--- src/rtl/fetch_hazard_ctrl.sv ---
// Fetch-side pipeline controller: owns the PC, resolves load-use stalls,
// taken-branch redirects and debug halt/single-step, and counts stall cycles.
module fetch_hazard_ctrl #(
  parameter int unsigned INSTMEM_LOG2_DEEP = 8,
  parameter int unsigned RESET_PC          = 0,
  parameter int unsigned LOAD_LAT          = 1
) (
  input  logic                         CLK,
  input  logic                         RST,
  input  logic                         idex_memread,
  input  logic [4:0]                   idex_rd,
  input  logic [4:0]                   ifid_rs1,
  input  logic [4:0]                   ifid_rs2,
  input  logic                         ifid_use_rs2,
  input  logic                         br_taken,
  input  logic [INSTMEM_LOG2_DEEP-1:0] br_target,
  input  logic                         halt_req,
  input  logic                         step,
  output logic [INSTMEM_LOG2_DEEP-1:0] pc,
  output logic                         hazard,
  output logic                         ifid_flush,
  output logic                         idex_bubble,
  output logic                         halted,
  output logic [15:0]                  stall_count
);

  localparam int unsigned PCW = INSTMEM_LOG2_DEEP;
  localparam logic [PCW-1:0] RESET_PC_V = PCW'(RESET_PC);
  // First STALL-state count; the detection cycle itself is the first stall cycle.
  localparam logic [2:0] STALL_INIT = (LOAD_LAT > 1) ? 3'(LOAD_LAT - 2) : 3'd0;

  typedef enum logic [1:0] {
    RUN   = 2'd0,
    STALL = 2'd1,
    HALT  = 2'd2
  } state_t;

  state_t         state, state_nxt;
  logic [2:0]     cnt, cnt_nxt;
  logic [PCW-1:0] pc_nxt;
  logic           lu;
  logic           hazard_c, flush_c, bubble_c;

  assign lu = idex_memread && (idex_rd != 5'd0) &&
              ((idex_rd == ifid_rs1) || (ifid_use_rs2 && (idex_rd == ifid_rs2)));

  // NOTE: every signal written here gets a default first, so no path leaves
  // one unassigned and no latch is inferred.
  always_comb begin
    state_nxt = state;
    cnt_nxt   = cnt;
    pc_nxt    = pc;
    hazard_c  = 1'b0;
    flush_c   = 1'b0;
    bubble_c  = 1'b0;

    if (br_taken) begin
      // Redirect outranks everything and aborts any stall in progress.
      pc_nxt    = br_target;
      flush_c   = 1'b1;
      bubble_c  = 1'b1;
      cnt_nxt   = 3'd0;
      state_nxt = halt_req ? HALT : RUN;
    end else begin
      unique case (state)
        RUN: begin
          if (lu) begin
            hazard_c = 1'b1;
            bubble_c = 1'b1;
            if (LOAD_LAT > 1) begin
              state_nxt = STALL;
              cnt_nxt   = STALL_INIT;
            end
          end else begin
            pc_nxt = pc + 1'b1;
            if (halt_req) state_nxt = HALT;
          end
        end
        STALL: begin
          hazard_c = 1'b1;
          bubble_c = 1'b1;
          if (cnt == 3'd0) state_nxt = RUN;
          else             cnt_nxt   = cnt - 3'd1;
        end
        HALT: begin
          if (step && !lu) begin
            pc_nxt = pc + 1'b1;
          end else begin
            hazard_c = 1'b1;
            bubble_c = 1'b1;
          end
          if (!halt_req) state_nxt = RUN;
        end
        default: state_nxt = RUN;
      endcase
    end
  end

  // Strobes are silenced for the whole time reset is held, not just at an edge.
  assign hazard      = RST && hazard_c;
  assign ifid_flush  = RST && flush_c;
  assign idex_bubble = RST && bubble_c;

  // NOTE: sequential state uses non-blocking assignments so every register
  // samples the pre-edge values regardless of statement order.
  always_ff @(posedge CLK or negedge RST) begin
    if (!RST) begin
      state       <= RUN;
      cnt         <= 3'd0;
      pc          <= RESET_PC_V;
      halted      <= 1'b0;
      stall_count <= 16'd0;
    end else begin
      state  <= state_nxt;
      cnt    <= cnt_nxt;
      pc     <= pc_nxt;
      halted <= (state_nxt == HALT);
      if (hazard_c && (stall_count != 16'hFFFF)) stall_count <= stall_count + 16'd1;
    end
  end

endmodule

--- config.mk ---
export PLATFORM = sky130hd
export DESIGN_NAME = fetch_hazard_ctrl
export DESIGN_NICKNAME = d
export VERILOG_FILES = /design/src/rtl/fetch_hazard_ctrl.sv
export SDC_FILE = /design/constraint.sdc
export NUM_CORES = 1
export LEC_CHECK = 0
export ABC_AREA = 1
export BUFFER_PORTS_ARGS = -buffer_cell sky130_fd_sc_hd__buf_4
export CAP_MARGIN = 0
export CORE_UTILIZATION = 40
export CTS_BUF_LIST = sky130_fd_sc_hd__clkbuf_16
export DETAILED_ROUTE_END_ITERATION = 6
export PLACE_DENSITY = 0.74
export SLEW_MARGIN = 30
export SYNTH_ARGS = -nofsm -noshare
export SYNTH_HDL_FRONTEND = slang
export SYNTH_SLANG_ARGS = --single-unit
export TNS_END_PERCENT = 20
--- constraint.sdc ---
create_clock -name CLK -period 1.45 [get_ports CLK]
set_input_delay 0.0725 -clock CLK [delete_from_list [all_inputs] [get_ports CLK]]
set_output_delay 0.0725 -clock CLK [all_outputs]
set_load 0.02 [all_outputs]
==> qor.yml <==
outcome: "finished clean"
dieArea_mm2: 0.00552
layout-drive-gt1-share_pct: 37.1
rsz0062_at_grt: "yes"
yosys-top-cells-area: "dfrtp_1 (36%), nand2_1 (19%), nand4_1 (6.3%)"
crit_chain: "buf_4 > nand3_4 > nor3_2 > nand3_1 > xnor2_1 > nand4_1 > nand2_1"
die_x_um: 74.3
clock_skew_ns: 0.00430
async_flop_share_pct: 100
regToRegEndpoint: "stall_count[13]"
setup_viol: 0
r2r_cells: 7
syn_area_per_cell_um2: 7.21
slowest_stage: "dfrtp_2"
first_global_vias: 2332
routabilityCongestion: 0.829
critPathLaunch: "stall_count[1]"
critical_path_buf_inv_count: 1
die_h_um: 74.3
hold_ws_ns: 0.0619
path_max_fanout: 4
ys_types: 34
cp.arrival_ns: 1.65
rrSetupSlack_ns: 0.01
final-hold-violation-count: 0
syn_to_final_growth_pct: 50.9
grt_overflow: 0
grt_start_max_net_pins: 31
r2r_start: "stall_count[1]"
dr_wl_met2_um: 2970
synth_area_leader_cell: "dfrtp_1"
synth_ff_type: "dfrtp_1"
tightestPinTransition_ns: 0.402
critPathCaptureType: "flop"
slowest_delay_ns: 0.38
syn_inst: 290
drt-met1-wl_um: 2430
min_path_type: "in -> reg"
fin_crit_ns: 1.44
met3WireLength_um: 398
hpwl_um: 4160
antenna_found_initial: 0
min_path_cells: 2
leakagePower_nw: 1.69
cts.path.max_buffers: 2
slew_headroom_pct: 73.2
tns_ns: 0
p_per_area_mw_per_mm2: 988
drc: 0
ir_drop_mv: 0.650
num_vias: 2327
vias_per_cell: 5.11
drt-initial-drc-count: 181
timing.fmax_ghz: 0.696
setup.worst_path.class: "reg -> reg"
wl_per_cell_um: 13.0
crit_family: "simple AND/OR/NAND/NOR gates"
ant_nets: 0
seq_area_frac_synth_pct: 35.9
cp.required_ns: 1.67
start_util_pct: 42.8
fin_cells: 455
diodes: 0
period_share_pct: 99.0
cts_made_buffers: 5
routed_wl_um: 5910
first_pass_iters: 4
worstSetupEndpoint: "stall_count[13]"
slew_viol_final: 0
htree_levels: 2
coreArea_mm2: 0.00488
critPathLaunchType: "flop"
root_buffer: "clkbuf_16"
io_buffers: 57
clock-sinks: 30
synth_top_area_share_pct: 35.9
synth_nets: 324
insertion_delay_ns: 0.28
synthesis.area_mm2: 0.00209
cts.clk_slew.worst_paths_ns: 0.05
worst-path-stages: 7
ys.warnings.count: 0
synth_edf_count: 0
top_layer: "met4"
grt_usage_pct: 24.7
cts_tree: "yes"
rows: 25
post-route-util_pct: 64.6
synth-seq-cells: 30
place_ws_ns: 0.00604
ioPinCount: 58
drv_cap: 0
worst_slack_ns: 0.0138
grt_pass1_wl_um: 10400
dp_cells: 443
finalNetCount: 421
[how the worst min path moves through the flow]
stage | from | end
6_report | halt_req | halted
5_1_grt | halt_req | halted
4_1_cts | halt_req | halted
3_5_place_dp | RST | stall_count[15]
3_3_place_gp | RST | halted
2_1_floorplan | RST | cnt[0]
[power breakdown]
part / switching (mW) / internal (mW)
Sequential: 0.111 / 0.931
Clock: 0.354 / 0.796
Combinational: 0.493 / 0.432
Total: 0.958 / 2.16
[stage by stage]
step	power, mW	area (um2)
floorplan	1.48	2120
global placement	1.90	2870
detailed placement	1.93	2870
CTS	3.10	3060
global route	3.28	3150
finish	3.12	3150
[layout by cell type, fill, tap and decap left out, types with 6 or more instances in the layout]
master / netlist / final
buf_4: 0 / 91
inv_2: 7 / 9
xnor2_1: 8 / 6
dfrtp_2: 0 / 6
inv_1: 28 / 27
nor2_1: 20 / 17
xor2_1: 8 / 8
nand3_1: 16 / 14
dfrtp_1: 30 / 24
nand4_1: 21 / 21
nand2_1: 103 / 103
o21ai_1: 5 / 6
[sequential cells by signal, summed over array words and instances (netlist names)]
| name | cells |
|---|---|
| stall_count | 16 |
| pc | 8 |
| cnt | 3 |
| state | 2 |
| halted | 1 |
[timing repair]
item                                    4_1_cts  5_1_grt
endpoints found under the setup margin        2       25
pin swaps                                     2       19
resized for setup                             1       23
cloned                                        1        0
hold buffers                                  1        0
endpoints found under the hold margin        30        0
buffers inserted                              0        2
[cells in the mapped netlist, types with 2 or more instances]
| master | count |
|---|---|
| nand2_1 | 103 |
| dfrtp_1 | 30 |
| inv_1 | 28 |
| nand4_1 | 21 |
| nor2_1 | 20 |
| nand3_1 | 16 |
| xnor2_1 | 8 |
| xor2_1 | 8 |
| inv_2 | 7 |
| o21ai_0 | 6 |
| nand2_2 | 5 |
| o21ai_1 | 5 |
| ha_1 | 4 |
| nor3_1 | 3 |
| a21boi_0 | 2 |
| buf_2 | 2 |
| mux2i_1 | 2 |
| nand3_2 | 2 |
| nand4_4 | 2 |
| or2_2 | 2 |
[metal layers]
layer | vias up | GRT usage [%]
met5 | - | 0
met4 | 0 | 8.81
met3 | 11 | 4.34
met2 | 80 | 43.7
met1 | 1096 | 30.1
li1 | 1140 | -
[cell type report]
type                    instances  area [um2]
repair buffers                 95         744
clock inverters                 3        37.5
flip-flops and latches         30         758
fillers                       467        1730
inverters                      36         138
multi-input cells             219        1270
clock buffers                   5         125
well taps                      67        83.8
[kinds of logic after synthesis]
family / Yosys count / synth area share [%]
adders and majority gates: 4 / 2.40
muxes: 2 / 0.958
and+or+nand+nor: 179 / 40.8
AOI/OAI and AO/OA: 17 / 4.61
xor gates and xnor gates: 16 / 6.71
buffers and inverters: 42 / 8.56
DFF: 30 / 35.9
No activity file was read; power rests on OpenSTA's default activity.
